==> config.mk <==
export PLATFORM = sky130hd
export DESIGN_NAME = bram_port_arbiter
export DESIGN_NICKNAME = d
export VERILOG_FILES = /design/src/rtl/bram_arb_pkg.sv /design/src/rtl/bram_port_arbiter_rr_picker.sv /design/src/rtl/bram_port_arbiter.sv
export SDC_FILE = /design/constraint.sdc
export NUM_CORES = 1
export LEC_CHECK = 0
export CORE_ASPECT_RATIO = 1.4
export CORE_MARGIN = 2
export CORE_UTILIZATION = 35
export CTS_BUF_LIST = sky130_fd_sc_hd__clkbuf_4 sky130_fd_sc_hd__clkbuf_8 sky130_fd_sc_hd__clkbuf_16
export DETAILED_ROUTE_END_ITERATION = 8
export PLACE_DENSITY = 0.77
export SLEW_MARGIN = 0
export SYNTH_ARGS = -nofsm -noshare
export SYNTH_HDL_FRONTEND = slang
export SYNTH_SLANG_ARGS = --single-unit
==> constraint.sdc <==
create_clock -name i_clk -period 6.8 [get_ports i_clk]
set_input_delay 1.36 -clock i_clk [delete_from_list [all_inputs] [get_ports i_clk]]
set_output_delay 1.36 -clock i_clk [all_outputs]
set_load 0.005 [all_outputs]
==> src/rtl/bram_arb_pkg.sv <==
// bram_arb_pkg: shared types and constants for the BRAM port-B arbiter.
//   arb_state_e - arbiter sequencing states.
//   DEF_*       - default parameter values for bram_port_arbiter.
//   get_lane    - pulls one fixed-width lane out of a packed per-requester bus.
package bram_arb_pkg;

  typedef enum logic [1:0] {
    ST_IDLE   = 2'd0,
    ST_ACCESS = 2'd1,
    ST_RDATA  = 2'd2,
    ST_ACK    = 2'd3
  } arb_state_e;

  localparam int DEF_N_REQ    = 3;
  localparam int DEF_ADDR_W   = 16;
  localparam int DEF_DATA_W   = 8;
  localparam int DEF_PRIO0    = 1;
  localparam int DEF_LOCK_MAX = 8;

  // get_lane works on a zero-extended copy of the packed bus so one function
  // serves both the address and write-data buses.
  localparam int LANE_MAX  = 32;
  localparam int BUS_MAX   = 512;
  localparam int BUS_POS_W = 9;

  function automatic logic [LANE_MAX-1:0] get_lane(
    input logic [BUS_MAX-1:0] bus,
    input int                 idx,
    input int                 width
  );
    logic [LANE_MAX-1:0] lane;
    int                  pos;
    lane = '0;
    pos  = 0;
    for (int b = 0; b < LANE_MAX; b++) begin
      pos = idx * width + b;
      if ((b < width) && (pos < BUS_MAX)) begin
        lane[b] = bus[BUS_POS_W'(pos)];
      end
    end
    return lane;
  endfunction

endpackage

==> src/rtl/bram_port_arbiter_rr_picker.sv <==
// rr_picker: combinational round-robin search.
//   req     - request vector
//   rr_last - index of the most recent grant; search starts just after it
//   excl    - requesters to ignore in this search
//   win     - first eligible requester found
//   vld     - a winner exists
module rr_picker
  import bram_arb_pkg::*;
#(
  parameter int N_REQ = DEF_N_REQ,
  parameter int IDX_W = 2
) (
  input  logic [N_REQ-1:0] req,
  input  logic [IDX_W-1:0] rr_last,
  input  logic [N_REQ-1:0] excl,
  output logic [IDX_W-1:0] win,
  output logic             vld
);

  always_comb begin
    int k;
    k   = 0;
    win = '0;
    vld = 1'b0;
    // i runs 1..N_REQ so the last-granted requester is tried last.
    for (int i = 1; i <= N_REQ; i++) begin
      k = (int'(rr_last) + i) % N_REQ;
      if (!vld && req[IDX_W'(k)] && !excl[IDX_W'(k)]) begin
        vld = 1'b1;
        win = IDX_W'(k);
      end
    end
  end

endmodule

==> src/rtl/bram_port_arbiter.sv <==
// bram_port_arbiter: shares BRAM port B among N_REQ requesters (0 = video).
// Every access runs IDLE -> ACCESS -> (RDATA) -> ACK; all BRAM-side signals
// are registered and the owner receives a one-cycle o_ack.
//
//   state  | meaning
//   IDLE   | arbitrate; on a winner latch address/we/data, record owner
//   ACCESS | BRAM samples port B at the end of this cycle; we dropped
//   RDATA  | capture i_bram_do into o_rdata (reads only)
//   ACK    | o_ack[owner] pulse; decide whether the lock is held
//
// Ports:
//   i_clk, i_rst (async, active low)
//   i_req/i_we/i_lock [N_REQ]      per-requester controls
//   i_addr [N_REQ*ADDR_W], i_wdata [N_REQ*DATA_W]  packed lanes
//   o_ack [N_REQ], o_rdata, o_grant [N_REQ], o_busy
//   o_bram_we, o_bram_addr, o_bram_di, i_bram_do   BRAM port B
module bram_port_arbiter
  import bram_arb_pkg::*;
#(
  parameter int N_REQ    = DEF_N_REQ,
  parameter int ADDR_W   = DEF_ADDR_W,
  parameter int DATA_W   = DEF_DATA_W,
  parameter int PRIO0    = DEF_PRIO0,
  parameter int LOCK_MAX = DEF_LOCK_MAX
) (
  input  logic                      i_clk,
  input  logic                      i_rst,
  input  logic [N_REQ-1:0]          i_req,
  input  logic [N_REQ-1:0]          i_we,
  input  logic [N_REQ-1:0]          i_lock,
  input  logic [N_REQ*ADDR_W-1:0]   i_addr,
  input  logic [N_REQ*DATA_W-1:0]   i_wdata,
  output logic [N_REQ-1:0]          o_ack,
  output logic [DATA_W-1:0]         o_rdata,
  output logic [N_REQ-1:0]          o_grant,
  output logic                      o_busy,
  output logic                      o_bram_we,
  output logic [ADDR_W-1:0]         o_bram_addr,
  output logic [DATA_W-1:0]         o_bram_di,
  input  logic [DATA_W-1:0]         i_bram_do
);

  localparam int         IDX_W    = (N_REQ > 1) ? $clog2(N_REQ) : 1;
  localparam logic [7:0] LOCK_LIM = 8'(LOCK_MAX);

  arb_state_e        state, state_nx;
  logic [IDX_W-1:0]  owner, rr_last, win, pk_win;
  logic              win_vld, pk_vld;
  logic [7:0]        lock_cnt;
  logic              lock_held;
  logic              excl_prev;
  logic [N_REQ-1:0]  owner_oh, excl_mask;

  always_comb begin
    owner_oh        = '0;
    owner_oh[owner] = 1'b1;
  end

  // After a burst hits LOCK_MAX the previous owner sits out one arbitration.
  assign excl_mask = excl_prev ? owner_oh : '0;

  rr_picker #(
    .N_REQ (N_REQ),
    .IDX_W (IDX_W)
  ) u_picker (
    .req     (i_req),
    .rr_last (rr_last),
    .excl    (excl_mask),
    .win     (pk_win),
    .vld     (pk_vld)
  );

  // A held lock blocks everyone else, requester 0 included.
  always_comb begin
    win     = pk_win;
    win_vld = pk_vld;
    if (lock_held) begin
      win     = owner;
      win_vld = i_req[owner];
    end else if ((PRIO0 != 0) && i_req[0] && !excl_mask[0]) begin
      win     = '0;
      win_vld = 1'b1;
    end
  end

  always_ff @(posedge i_clk or negedge i_rst) begin
    if (!i_rst) state <= ST_IDLE;
    else        state <= state_nx;
  end

  always_comb begin
    state_nx = state;
    case (state)
      ST_IDLE:   if (win_vld) state_nx = ST_ACCESS;
      ST_ACCESS: state_nx = o_bram_we ? ST_ACK : ST_RDATA;
      ST_RDATA:  state_nx = ST_ACK;
      ST_ACK:    state_nx = ST_IDLE;
      default:   state_nx = ST_IDLE;
    endcase
  end

  always_comb begin
    o_busy  = (state != ST_IDLE);
    o_grant = (state != ST_IDLE) ? owner_oh : '0;
    o_ack   = (state == ST_ACK)  ? owner_oh : '0;
  end

  always_ff @(posedge i_clk or negedge i_rst) begin
    if (!i_rst) begin
      owner       <= '0;
      rr_last     <= IDX_W'(N_REQ - 1);
      lock_cnt    <= 8'd0;
      lock_held   <= 1'b0;
      excl_prev   <= 1'b0;
      o_bram_we   <= 1'b0;
      o_bram_addr <= '0;
      o_bram_di   <= '0;
      o_rdata     <= '0;
    end else begin
      case (state)
        ST_IDLE: begin
          excl_prev <= 1'b0;
          if (win_vld) begin
            owner       <= win;
            rr_last     <= win;
            o_bram_we   <= i_we[win];
            o_bram_addr <= ADDR_W'(get_lane(BUS_MAX'(i_addr), int'(win), ADDR_W));
            o_bram_di   <= DATA_W'(get_lane(BUS_MAX'(i_wdata), int'(win), DATA_W));
            // Only grants made under a held lock extend the burst count.
            lock_cnt    <= lock_held ? (lock_cnt + 8'd1) : 8'd0;
          end
        end
        ST_ACCESS: o_bram_we <= 1'b0;
        ST_RDATA:  o_rdata   <= i_bram_do;
        ST_ACK: begin
          lock_held <= i_lock[owner] && (lock_cnt < LOCK_LIM);
          excl_prev <= (lock_cnt >= LOCK_LIM);
        end
        default: ;
      endcase
    end
  end

endmodule

==> flow_summary_export.csv, run 1 <==
group,metric,value,unit
status,status,"finished, final reports clean",
timing,fin_crit,3.631,ns
yosys,synth_ff_type,"dfrtp_1",
final_layout,area_growth_syn_to_layout,50.25,%
yosys,synth_compound_area_share,18.31,%
global_route,antenna_found_initial,0,
global_route,grtUsageTotal,18.55,%
setup_path,start_kind,"input pin",
cts,insertion_delay,0.29,ns
global_route,grt_max_degree,51,
yosys,synth.most_common_cell,"dfrtp_1",
routing,finalWirelength,8.339,mm
yosys,ys_seq_area_share,40.55,%
cts,ctsHoldBuffers,0,
cts,cts-resized-gates,0,
yosys,synth_top_area_share,39.66,%
cts,cts_max_path_buffers,2,
floorplanning,core-area,8198,µm²
floorplanning,io_pins,131,
timing,final_hold_viol_count,0,
yosys,synth_edf_count,0,
yosys,synth_area_leaders,"dfrtp_1 40%, mux2i_1 9.8%, o211ai_1 6.8%, nand2_1 5.2%, nand4_1 5.1%",
power_and_ir_drop,p_leak,1.900,nW
routing,drc_errors,0,
routing,drt_iter0_drc,139,
final_layout,num_antenna_cells,0,
global_route,grt_pass1_wl,13.51,mm
setup_path,arrival,3.82,ns
worst_hold_path,holdPathEnd,"rr_last[1]",
setup_path,slowest_delay,0.63,ns
timing,final.period_utilization,53.39,%
routing,drt_first_pass_iters,4,
timing,setup_viol,0,
place,placed_cell_area,4302,µm²
routing,wire_per_inst,15.56,µm
setup_path,worst_r2r_endpoint,"o_bram_addr[15]",
timing,slew_violations,0,
floorplanning,die_w,81.79,µm
timing,slew_headroom,28.11,%
floorplanning,die_y,112.9,µm
setup_path,critPathMaxFanout,50,
floorplanning,die_area,9235,µm²
global_route,grt_busiest_layer,"met2",
setup_path,regToRegSetupSlack,3.61,ns
routing,ant_nets,0,
timing,max_freq,0.2754,GHz
timing,setup_slack,3.169,ns
yosys,syn_nets,417,
place,place.gp.congestion,0.9467,
yosys,synth-warning-count,0,
floorplanning,num_rows,39,
timing,fin_setup_tns,0,ns
final_layout,drive_gt1_share,6.452,%
cts,cts.sinks,48,
yosys,synthArstFlopShare,100.0,%
power_and_ir_drop,peakVddDrop,0.0002109,V
timing,worst_pin_slew,1.078,ns
final_layout,final_nets,533,
cts,root_buffer,"clkbuf_16",
global_route,grt_pass1_vias,2847,
floorplanning,initial_core_util,36.17,%
yosys,synthMuxAreaShare,12.83,%
global_route,grt_util_met3,3.907,%
worst_hold_path,hp-start,"rr_last[1]",
place,portBuffers,130,
setup_path,crit_chain,"clkdlybuf4s50_1, inv_1, a2111o_1, a211o_1, a21oi_2, a21oi_4, buf_4, mux2i_1, o211ai_1",
place,hpwl,6.238,mm
global_route,met2_usage,30.73,%
timing,finalClockSkew,0.005771,ns
run,max_cap_violations,0,
worst_hold_path,worstHoldPathCells,2,
place,place_ws,2.898,ns
cts,cts_buffers,5,
final_layout,final_cell_area,4456,µm²
yosys,synth.largest_area_cell,"dfrtp_1",
setup_path,r2r-start,"owner[0]",
yosys,synth_common_cells,"47 x dfrtp_1, 41 x nand2_1, 29 x mux2i_1",
setup_path,critPathBufInv,3,
setup_path,worst_r2r_path_depth,10,
yosys,yosys.area_share.simple,18.82,%
setup_path,cp-end-kind,"flop",
yosys,syn_avg_cell_area,9.354,µm²
yosys,synth_xor_area_share,0,%
yosys,syn_inst,317,
yosys,netlist_area,2965,µm²
routing,vias,2857,
cts,cts_setup_buffers,0,
yosys,netlist-cell-type-count,46,
worst_hold_path,holdCritPathClass,"flop to flop",
global_route,met1_usage,23.47,%
timing,rsz0062_at_grt,"false",
yosys,synth_top_family_by_area,"simple AND/OR/NAND/NOR gates",
yosys,ys_seq_elements,48,
global_route,gr-total-overflow,0,
cts,htreeDepth,2,
cts,clk_transition_reported_paths,0.07,ns
setup_path,path_delay_family,"compound AO/OA/AOI/OAI gates",
routing,viasPerCell,5.330,
setup_path,crit_slowest_cell,"clkdlybuf4s50_1",
setup_path,path_class,"input pin to flop",
final_layout,final_util,54.35,%
power_and_ir_drop,fin_total_pwr,1.641,mW
setup_path,worst_ep_required_time,6.99,ns
power_and_ir_drop,powerDensity,368.3,nW/µm²
yosys,yosys.area_share.adder,3.797,%
cts,cts_tree,"built",
[cell families (layout without fill, tap and decap cells)]
logic type | after synthesis | in the layout
multiplexers | 37 | 37
AND/OR/NAND/NOR | 107 | 107
buffers and inverters | 37 | 154
adder cells (fa/ha/maj) | 9 | 9
flip-flops | 48 | 48
AO/OA/AOI/OAI | 79 | 79
[area by class of cell]
type                    count  area (µm²)
fillers                   776        3742
multi-input cells         232        1604
clock inverters             1       7.507
well taps                 102       127.6
flip-flops and latches     48        1202
repair buffers            133        1319
clock buffers               7       146.4
inverters                  13       48.80
[power by group]
part           total (mW)  internal (mW)  switching [mW]
combinational       0.883          0.456           0.427
clock               0.254          0.151           0.104
sequential          0.504          0.407          0.0963
[worst max-delay path by stage]
stage	from	to	slack, ns	cells after the start
2_1_floorplan	i_req[0]	o_bram_we	3.75	8
3_3_place_gp	i_req[0]	o_bram_di[5]	2.93	9
3_5_place_dp	i_req[0]	o_bram_di[5]	2.90	9
4_1_cts	i_req[0]	o_bram_addr[12]	3.19	9
5_1_grt	i_req[1]	o_bram_addr[12]	2.86	9
6_report	i_req[0]	o_bram_addr[12]	3.17	9
[per-layer routing]
layer	vias to the layer above	routed length, µm
met4	0	141
met2	138	4308
met1	1306	3271
met5	-	0
li1	1405	-
met3	8	617
[worst min-delay path, delay by kind of cell (launching register included)]
kind	cells	cell delay [ns]
flip-flops	1	0.38
AND/OR/NAND/NOR	1	0.05
AO/OA/AOI/OAI	1	0.05
[layout by cell type, fill, tap and decap left out, types with 2 or more instances in the layout]
cell,count
clkdlybuf4s50_1,129
dfrtp_1,47
nand2_1,41
mux2i_1,29
o211ai_1,27
nand4_1,24
o21ai_0,19
inv_1,13
nand3_1,11
ha_1,9
nor2_1,8
mux2_2,8
a21oi_1,5
o21ai_1,5
clkbuf_16,5
and2_1,4
o31ai_1,4
nor3b_1,3
and3_1,3
buf_4,3
nor3_1,2
nand3b_1,2
a211o_1,2
a32oi_1,2
a31oi_1,2
a22oi_1,2
a211oi_1,2
[per-stage QoR]
step / instances / hold WS [ns]
2_1_floorplan: 317 / 0.4544
5_1_grt: 536 / 0.5188
3_3_place_gp: 528 / 0.4765
4_1_cts: 536 / 0.4925
3_5_place_dp: 528 / 0.4828
6_report: 536 / 0.4930
[state kept, by name, summed over array words and instances (netlist names), 2 cells and up]
signal / count
o_bram_addr: 16
lock_cnt: 8
o_bram_di: 8
o_rdata: 8
owner: 2
state: 2
No activity file was read; power rests on OpenSTA's default activity.
==> inputs of run 2 (changes only) <==
==> constraint.sdc (replaced) <==
create_clock -name i_clk -period 3.5 [get_ports i_clk]
set_input_delay 0.7 -clock i_clk [delete_from_list [all_inputs] [get_ports i_clk]]
set_output_delay 0.7 -clock i_clk [all_outputs]
set_load 0.005 [all_outputs]
==> run 2 against run 1 <==
  * Sequential cell count is the same
  * Register-to-register slack lost 3.1 ns
  * Non-clock buffer count grew 2
  * Clock skew shrank 0.00091 ns
  * Worst hold slack lost 0.0014 ns
  * Critical endpoint is now o_bram_di[2]
  * Core utilization grew 0.50 points
  * Largest power group unchanged
  * Final cell count grew 0.37%
  * Final area grew 0.93%
  * First-iteration DRC count grew 22%
  * Global-route usage grew 0.24 points
==> flow_summary_export.csv, run 2 (synthesis results as in run 1) <==
group,metric,value,unit
global_route,grtUsageTotal,18.79,%
setup_path,cp-end-kind,"flop",
global_route,antenna_found_initial,0,
cts,root_buffer,"clkbuf_16",
worst_hold_path,worstHoldPathCells,2,
timing,final_hold_viol_count,0,
setup_path,path_delay_family,"compound AO/OA/AOI/OAI gates",
setup_path,worst_ep_required_time,3.64,ns
cts,clk_transition_reported_paths,0.06,ns
floorplanning,die_w,81.79,µm
cts,cts_max_path_buffers,2,
routing,drc_errors,0,
worst_hold_path,holdPathEnd,"o_bram_di[4]",
worst_hold_path,hp-start,"o_bram_di[4]",
setup_path,worst_r2r_path_depth,10,
power_and_ir_drop,p_leak,1.922,nW
timing,fin_crit,2.962,ns
cts,htreeDepth,2,
global_route,grt_util_met3,3.828,%
cts,ctsHoldBuffers,0,
routing,vias,2920,
setup_path,worst_r2r_endpoint,"o_bram_di[2]",
routing,ant_nets,0,
timing,rsz0062_at_grt,"false",
timing,final.period_utilization,84.64,%
setup_path,arrival,3.10,ns
final_layout,area_growth_syn_to_layout,51.65,%
routing,viasPerCell,5.428,
power_and_ir_drop,peakVddDrop,0.0003408,V
cts,cts_setup_buffers,0,
floorplanning,die_y,112.9,µm
final_layout,regArea,1202,µm²
setup_path,path_class,"flop to flop",
global_route,grt_pass1_wl,13.68,mm
floorplanning,io_pins,131,
floorplanning,core-area,8198,µm²
floorplanning,num_rows,39,
cts,insertion_delay,0.29,ns
power_and_ir_drop,fin_total_pwr,3.275,mW
timing,setup_slack,0.5377,ns
floorplanning,initial_core_util,36.17,%
place,place_ws,0.4161,ns
routing,drt_iter0_drc,170,
setup_path,r2r-start,"owner[0]",
final_layout,drive_gt1_share,6.881,%
setup_path,slowest_delay,0.66,ns
cts,cts.sinks,48,
final_layout,num_antenna_cells,0,
cts,cts_buffers,5,
global_route,met1_usage,23.65,%
worst_hold_path,holdCritPathClass,"flop to flop",
routing,drt_first_pass_iters,4,
routing,wire_per_inst,15.68,µm
place,hpwl,6.504,mm
status,status,"finished, final reports clean",
final_layout,final_nets,535,
timing,finalClockSkew,0.004858,ns
place,place.gp.congestion,0.9218,
timing,max_freq,0.3376,GHz
floorplanning,die_area,9235,µm²
timing,setup_viol,0,
setup_path,start_kind,"flop",
global_route,gr-total-overflow,0,
setup_path,critPathBufInv,3,
global_route,met2_usage,31.11,%
place,portBuffers,130,
setup_path,path_depth,10,
setup_path,crit_chain,"inv_1, ha_1, inv_1, a21oi_1, o311ai_1, a21oi_2, a21oi_4, buf_12, mux2i_1, o211ai_1",
setup_path,critPathMaxFanout,50,
power_and_ir_drop,powerDensity,728.2,nW/µm²
timing,slew_violations,0,
final_layout,largest_register,"o_bram_addr",
setup_path,crit_path_frequent_cell,"inv_1",
timing,slew_headroom,30.02,%
global_route,grt_max_degree,51,
global_route,grt_pass1_vias,2898,
routing,finalWirelength,8.438,mm
final_layout,largest_reg_flops,16,
final_layout,fill_cells,735,
run,max_cap_violations,0,
timing,fin_setup_tns,0,ns
global_route,grt_busiest_layer,"met2",
final_layout,multiInputGateArea,1604,µm²
cts,cts_tree,"built",
final_layout,final_common_cell,"clkdlybuf4s50_1",
final_layout,final_cell_mix,"129 x clkdlybuf4s50_1, 47 x dfrtp_1, 41 x nand2_1",
timing,worst_pin_slew,1.050,ns
cts,cts-resized-gates,0,
setup_path,crit_slowest_cell,"dfrtp_1",
setup_path,regToRegSetupSlack,0.54,ns
run 2: cell count changes in the layout (fill, tap and decap cells not counted):
cell / before / now
buf_12: 0 / 1
buf_4: 3 / 4
bufinv_16: 0 / 1
clkbuf_4: 1 / 0
clkbuf_8: 1 / 0
clkinv_2: 0 / 1
run 2: area by class of cell:
cell class	count	share of cell area (%)
multi-input cells	232	35.67
flip-flops and latches	48	26.74
clock inverters	3	0.9460
inverters	13	1.085
repair buffers	135	29.94
clock buffers	5	2.782
well taps	102	2.838
run 2: power by group:
| part | switching, mW | total, mW | internal (mW) | leakage [nW] |
|---|---|---|---|---|
| Sequential | 0.192 | 0.983 | 0.791 | 0.601 |
| Combinational | 0.842 | 1.75 | 0.912 | 1.24 |
| Clock | 0.202 | 0.537 | 0.335 | 0.0798 |
run 2: routing by layer:
layer / vias up / routed length (µm)
li1: 1409 / -
met1: 1371 / 3209
met2: 124 / 4375
met3: 16 / 616
met4: 0 / 238
met5: - / 0
run 2: per-stage QoR:
step / cell area [µm²] / cells / util [%] / hold slack, ns
after floorplan: 2965 / 317 / - / 0.4044
after detailed placement: 4329 / 530 / 52.81 / 0.4790
after CTS: 4497 / 538 / 54.85 / 0.4950
after global placement: 4329 / 530 / 52.81 / 0.4747
final: 4497 / 538 / 54.85 / 0.4917
after global routing: 4497 / 538 / 54.85 / 0.5122
run 2: worst max-delay path by stage:
stage | start | slack, ns | to
floorplan | owner[0] | 1.05 | o_bram_addr[10]
global placement | i_req[0] | 0.45 | o_bram_di[4]
detailed placement | i_req[0] | 0.42 | o_bram_di[2]
CTS | owner[0] | 0.57 | o_bram_di[2]
global route | owner[0] | 0.34 | o_bram_di[4]
finish | owner[0] | 0.54 | o_bram_di[2]
run 2: tightest hold or removal path, cell delays in order (launching register included):
cell and delay, ns:
dfrtp_1 0.34, nand2_1 0.05, o211ai_1 0.07
==> inputs of run 3 (changes only) <==
==> constraint.sdc (replaced) <==
create_clock -name i_clk -period 2.8 [get_ports i_clk]
set_input_delay 0.56 -clock i_clk [delete_from_list [all_inputs] [get_ports i_clk]]
set_output_delay 0.56 -clock i_clk [all_outputs]
set_load 0.005 [all_outputs]
==> run 3 against run 2 <==
  * Clock skew barely moved
  * Via count fell by 0.45%
  * Setup slack got worse by 0.32 ns
  * Final area rose by 2.5%
  * Highest routed layer unchanged
  * Largest cell class unchanged
  * Critical path type unchanged
  * First-iteration DRC count fell by 43%
  * Fmax rose by 15%
  * Worst hold slack got worse by 0.14 ns
  * Combinational power rose by 35%
  * Final cell count rose by 2.2%
  * Global-route usage rose by 0.57 points
  * Core utilization rose by 1.4 points
==> flow_summary_export.csv, run 3 (synthesis results as in run 1) <==
group,metric,value,unit
setup_path,critPathMaxFanout,22,
floorplanning,initial_core_util,36.17,%
final_layout,fill_cells,746,
global_route,antenna_found_initial,0,
setup_path,crit_slowest_cell,"dfstp_2",
final_layout,final_common_cell,"clkdlybuf4s50_1",
timing,whs,0.3504,ns
global_route,grt_max_degree,37,
worst_hold_path,holdCritPathClass,"input pin to asynchronous set/reset pin",
routing,drt_first_pass_iters,4,
routing,vias,2907,
setup_path,slowest_delay,0.55,ns
floorplanning,die_y,112.9,µm
global_route,grt_pass1_vias,2901,
timing,slew_headroom,47.70,%
cts,cts_tree,"built",
final_layout,final_cell_area,4611,µm²
final_layout,final_cell_mix,"129 x clkdlybuf4s50_1, 47 x dfrtp_1, 41 x nand2_1",
timing,worst_pin_slew,0.7846,ns
timing,fin_setup_tns,0,ns
final_layout,num_antenna_cells,0,
floorplanning,core-area,8198,µm²
cts,htreeDepth,2,
cts,cts.sinks,48,
place,portBuffers,130,
cts,cts_buffers,5,
setup_path,path_class,"flop to flop",
setup_path,r2r-start,"rr_last[1]",
setup_path,start_kind,"flop",
final_layout,final_nets,547,
global_route,grtUsageTotal,19.37,%
routing,viasPerCell,5.285,
place,placed_cell_area,4457,µm²
cts,insertion_delay,0.29,ns
timing,fin_crit,2.582,ns
final_layout,largest_reg_flops,16,
setup_path,arrival,2.76,ns
floorplanning,io_pins,131,
timing,slew_violations,0,
timing,rsz0062_at_grt,"false",
cts,cts-resized-gates,0,
place,hpwl,6.699,mm
floorplanning,num_rows,39,
timing,max_freq,0.3873,GHz
routing,finalWirelength,8.650,mm
routing,ant_nets,0,
cts,clk_transition_reported_paths,0.06,ns
cts,cts_max_path_buffers,2,
setup_path,worst_ep_required_time,2.98,ns
power_and_ir_drop,peakVddDrop,0.0004314,V
final_layout,final_cells,550,
timing,final.period_utilization,92.22,%
setup_path,regToRegSetupSlack,0.22,ns
place,dp.cells,542,
global_route,gr-total-overflow,0,
final_layout,area_growth_syn_to_layout,55.49,%
global_route,grt_pass1_wl,13.89,mm
final_layout,largest_register,"o_bram_addr",
setup_path,worst_r2r_path_depth,9,
setup_path,cp-end-kind,"flop",
routing,drc_errors,0,
status,status,"finished, final reports clean",
cts,cts_setup_buffers,0,
timing,finalClockSkew,0.004865,ns
floorplanning,die_area,9235,µm²
run,max_cap_violations,0,
power_and_ir_drop,p_leak,1.993,nW
routing,drt_iter0_drc,97,
final_layout,drive_gt1_share,9.375,%
timing,setup_viol,0,
floorplanning,die_w,81.79,µm
power_and_ir_drop,powerDensity,906.6,nW/µm²
cts,ctsHoldBuffers,0,
setup_path,crit_chain,"inv_1, ha_1, a2111o_1, a211o_1, a21oi_2, a21oi_4, buf_12, mux2i_1, o211ai_1",
cts,root_buffer,"clkbuf_16",
setup_path,worst_r2r_endpoint,"o_bram_di[3]",
routing,wire_per_inst,15.73,µm
final_layout,final_util,56.24,%
timing,final_hold_viol_count,0,
place,place.gp.congestion,0.8964,
run 3: cell count changes in the layout (fill, tap and decap cells not counted), sizes merged:
cell | before | now
clkinv | 1 | 0
bufinv | 1 | 0
buf | 6 | 18
clkinvlp | 1 | 0
clkbuf | 5 | 8
run 3: worst max-delay path by stage:
stage,start,endpoint,slack [ns],depth (start not counted)
2_1_floorplan,owner[0],o_bram_addr[10],0.35,9
3_3_place_gp,i_req[0],o_bram_di[5],0.07,9
3_5_place_dp,i_req[0],o_bram_addr[4],0.02,9
4_1_cts,rr_last[1],o_bram_di[3],0.21,9
5_1_grt,owner[0],o_bram_addr[4],0.13,9
6_report,rr_last[1],o_bram_di[3],0.22,9
run 3: metal layers:
| metal | up-vias | routed length, µm | track usage, % |
|---|---|---|---|
| met5 | - | 0 | 0 |
| met1 | 1348 | 3405 | 23.27 |
| met3 | 19 | 508 | 2.951 |
| met2 | 110 | 4471 | 33.44 |
| li1 | 1430 | - | - |
| met4 | 0 | 265 | 8.556 |
run 3: area by class of cell:
cell class                      instances  area, µm²  area share [%]
Timing Repair Buffer                  147       1474           31.97
Sequential cell                        48       1202           26.08
Tap cell                              102      127.6           2.768
Inverter                               13      48.80           1.058
Clock buffer                            8      153.9           3.338
Multi-Input combinational cell        232       1604           34.79
run 3: where the power goes:
part | switching [mW] | internal [mW] | total, mW
logic | 1.10 | 1.26 | 2.36
clock network | 0.237 | 0.376 | 0.613
registers | 0.217 | 0.990 | 1.21
run 3: per-stage QoR:
stage	setup WS [ns]	total power, mW
finish	0.2177	4.180
global route	0.1280	4.493
CTS	0.2142	4.223
detailed placement	0.01516	3.581
global placement	0.06923	3.530
floorplan	0.3522	2.421
run 3: worst max-delay path: cells and delay by family, from the launching register on:
family | cells | cell delay [ns]
buffers and inverters | 2 | 0.25
multiplexers | 1 | 0.12
AO/OA/AOI/OAI | 5 | 1.28
adder cells (fa/ha/maj) | 1 | 0.28
flip-flops | 1 | 0.55
==> edit, RTL diff (flow settings as in run 2) <==
`DEF_N_REQ`: 3 -> 2.
--- a/src/rtl/bram_arb_pkg.sv
+++ b/src/rtl/bram_arb_pkg.sv
@@ -13,3 +13,3 @@
 
-  localparam int DEF_N_REQ    = 3;
+  localparam int DEF_N_REQ    = 2;
   localparam int DEF_ADDR_W   = 16;
Ports: changed (7 resized); port bits go from 131 to 102. The function was not compared with the original's and may differ.
==> edit against run 2 <==
  * Utilization decreased by 1.5 points
  * Clock power decreased by 37%
  * Non-clock buffer count decreased by 31
  * Power decreased by 29%
  * Routed wire length decreased by 35%
  * Sequential cell count decreased by 2
  * Area after synthesis decreased by 19%
  * Clock skew decreased by 1.0 ps
  * Sequential power decreased by 6.6%
  * Setup slack improved by 530 ps
  * Design area decreased by 22%
  * Critical path depth decreased by 6
  * Critical path type is now reg2out
  * Critical endpoint is now o_grant[1]
==> edit: results (changes against run 2) <==
Worst R2R End = o_bram_addr[2]$_DFFE_PN0P_
I/O Buffers = 101 (-22%)
hold slack = 493 ps (+1.18 ps)
Total GRT Usage = 15.2% (-3.6 points)
antenna violations before repair = 0 (unchanged)
max reg flops = 16 (unchanged)
first-pass GRT wire length = 8.98 mm (-34%)
CP top delay family = buffers and inverters
vias in the first global route = 1974 (-32%)
Crit path largest cell delay = 500 ps (-160 ps)
H-tree levels = 2 (unchanged)
Hold Path Class = reg2reg
Layout Skew = 3.85 ps (-1.01 ps)
non-filler cells, final = 403 (-25%)
Synth Area in Adders = 3.13% (-0.66 points)
Compound-Gate Fraction of Synth Area = 19.6% (+1.3 points)
leakage power = 1.58 nW (-18%)
Vias/cell = 4.94 (-9.0%)
Nets = 380 (-29%)
CP Data Arrival Time = 1740 ps (-1360 ps)
Reg-to-Reg Start = lock_held$_DFFE_PN0P_
Num CTS Buffers = 5 (unchanged)
Largest Register = o_bram_addr
drt total wl = 5.52 mm (-35%)
mux cell area share after synthesis = 15.6% (+2.8 points)
hold_buf cts = 0 (unchanged)
outcome = finished clean
Worst Reg-to-Reg Cells = 5 (-5)
Synth Net Count = 285 (-32%)
register area share after synthesis = 48.0% (+7.5 points)
design internal power = 1.56 mW (-24%)
Unique masters post-synth = 40 (-13%)
initial DRC count = 116 (-32%)
Root Driver = clkbuf_8
Hold Path Origin = excl_prev$_DFFE_PN0P_
layout cells sized above 1 = 11.9% (+5.0 points)
placed cell areas = 0.00343 mm2 (-21%)
DPL Wire Length = 4.04 mm (-38%)
drt pass-1 iters = 4 (unchanged)
Synth Instances = 215 (-32%)
fill cell total of the finished layout = 606 (-18%)
R2R setup slack = 1160 ps (+620 ps)
synth top area cells = dfrtp_1 (48%), mux2i_1 (10%), o21ai_0 (6.7%), mux2_2 (5.2%), o21ai_2 (3.7%)
Clock Pin Slew Worst Setup and Hold Paths = 80 ps (+20 ps)
worst hold endpoint = excl_prev$_DFFE_PN0P_
Commonest cells post-synth = dfrtp_1 (46), o21ai_0 (32), mux2i_1 (25)
number of diodes = 0 (unchanged)
Peak VDD IR = 0.000346 V (+1.5%)
Placer Congestion = 0.719 (-22%)
Max transition margin = 33.1% (+3.0 points)
largest net degree at the start of global routing = 47 (-7.8%)
CP max-delay cell = clkdlybuf4s50_1
async set-or-reset flop fraction in the synthesized netlist = 100% (unchanged)
ys flop type = dfrtp_1
Max Fanout on Critical Path = 6 (-88%)
edit: changes by cell type after synthesis, sizes merged, moves of 4 or more:
cell,delta
clkbuf,-4
inv,-6
o221ai,+4
o31ai,-4
buf,-4
nand4,-23
mux2i,-4
o21ai,+33
nand3,-8
nor2,-4
a21oi,-5
o211ai,-27
nand2,-36
edit: logic make-up after synthesis:
family / count (synthesis)
flip-flops: 46
adder cells (fa/ha/maj): 6
AND/OR/NAND/NOR: 32
multiplexers: 36
AO/OA/AOI/OAI: 72
buffers and inverters: 23
edit: worst max path at each step:
stage	from	endpoint	depth (start not counted)	slack, ps
global placement	i_req[0]	o_bram_addr[5]$_DFFE_PN0P_	5	1100
CTS	state[0]$_DFFE_PN0P_	o_grant[1]	4	1040
floorplan	state[0]$_DFFE_PN0P_	lock_cnt[2]$_DFFE_PN0P_	6	1830
finish	state[0]$_DFFE_PN0P_	o_grant[1]	4	1060
detailed placement	i_req[0]	o_bram_addr[4]$_DFFE_PN0P_	5	1030
global route	state[0]$_DFFE_PN0P_	o_grant[1]	4	950
edit: worst register-to-register path: cells and delay by family, from the launching register on:
kind | cells | cell delay [ps]
buf+inv | 1 | 380
flops | 1 | 760
compound gates | 2 | 370
simple gates | 2 | 710
edit: routing by layer:
metal  up-vias  global-route usage [%]  share of wire [%]
li1        970                       -                  -
met1       951                    16.6                 37
met2        65                    28.7                 56
met3         5                    3.16                5.7
met4         0                    4.62               0.72
met5         -                       0                  0
edit: per-stage QoR:
stage / setup WS (ps) / utilization (%)
floorplan: 1830 / -
global placement: 1100 / 51.9
detailed placement: 1030 / 51.9
CTS: 1040 / 53.4
global route: 955 / 53.4
finish: 1060 / 53.4
edit: area by class of cell:
class,instances,area (um2),area share (%)
clock buffer,7,90.1,2.55
clock inverter,1,5.00,0.142
inverter,7,26.3,0.744
multi-input combinational,146,1110,31.5
sequential,46,1150,32.6
tap,92,115,3.26
timing repair buffer,104,1030,29.1
edit: power by group through the flow:
stage | Clock [mW] | Combinational, mW | Sequential [mW]
after global routing | 0.375 | 1.16 | 0.951
after detailed placement | 0 | 1.08 | 0.929
after global placement | 0 | 1.05 | 0.917
after CTS | 0.353 | 1.08 | 0.920
after floorplan | 0 | 0.524 | 0.896
final | 0.340 | 1.06 | 0.918
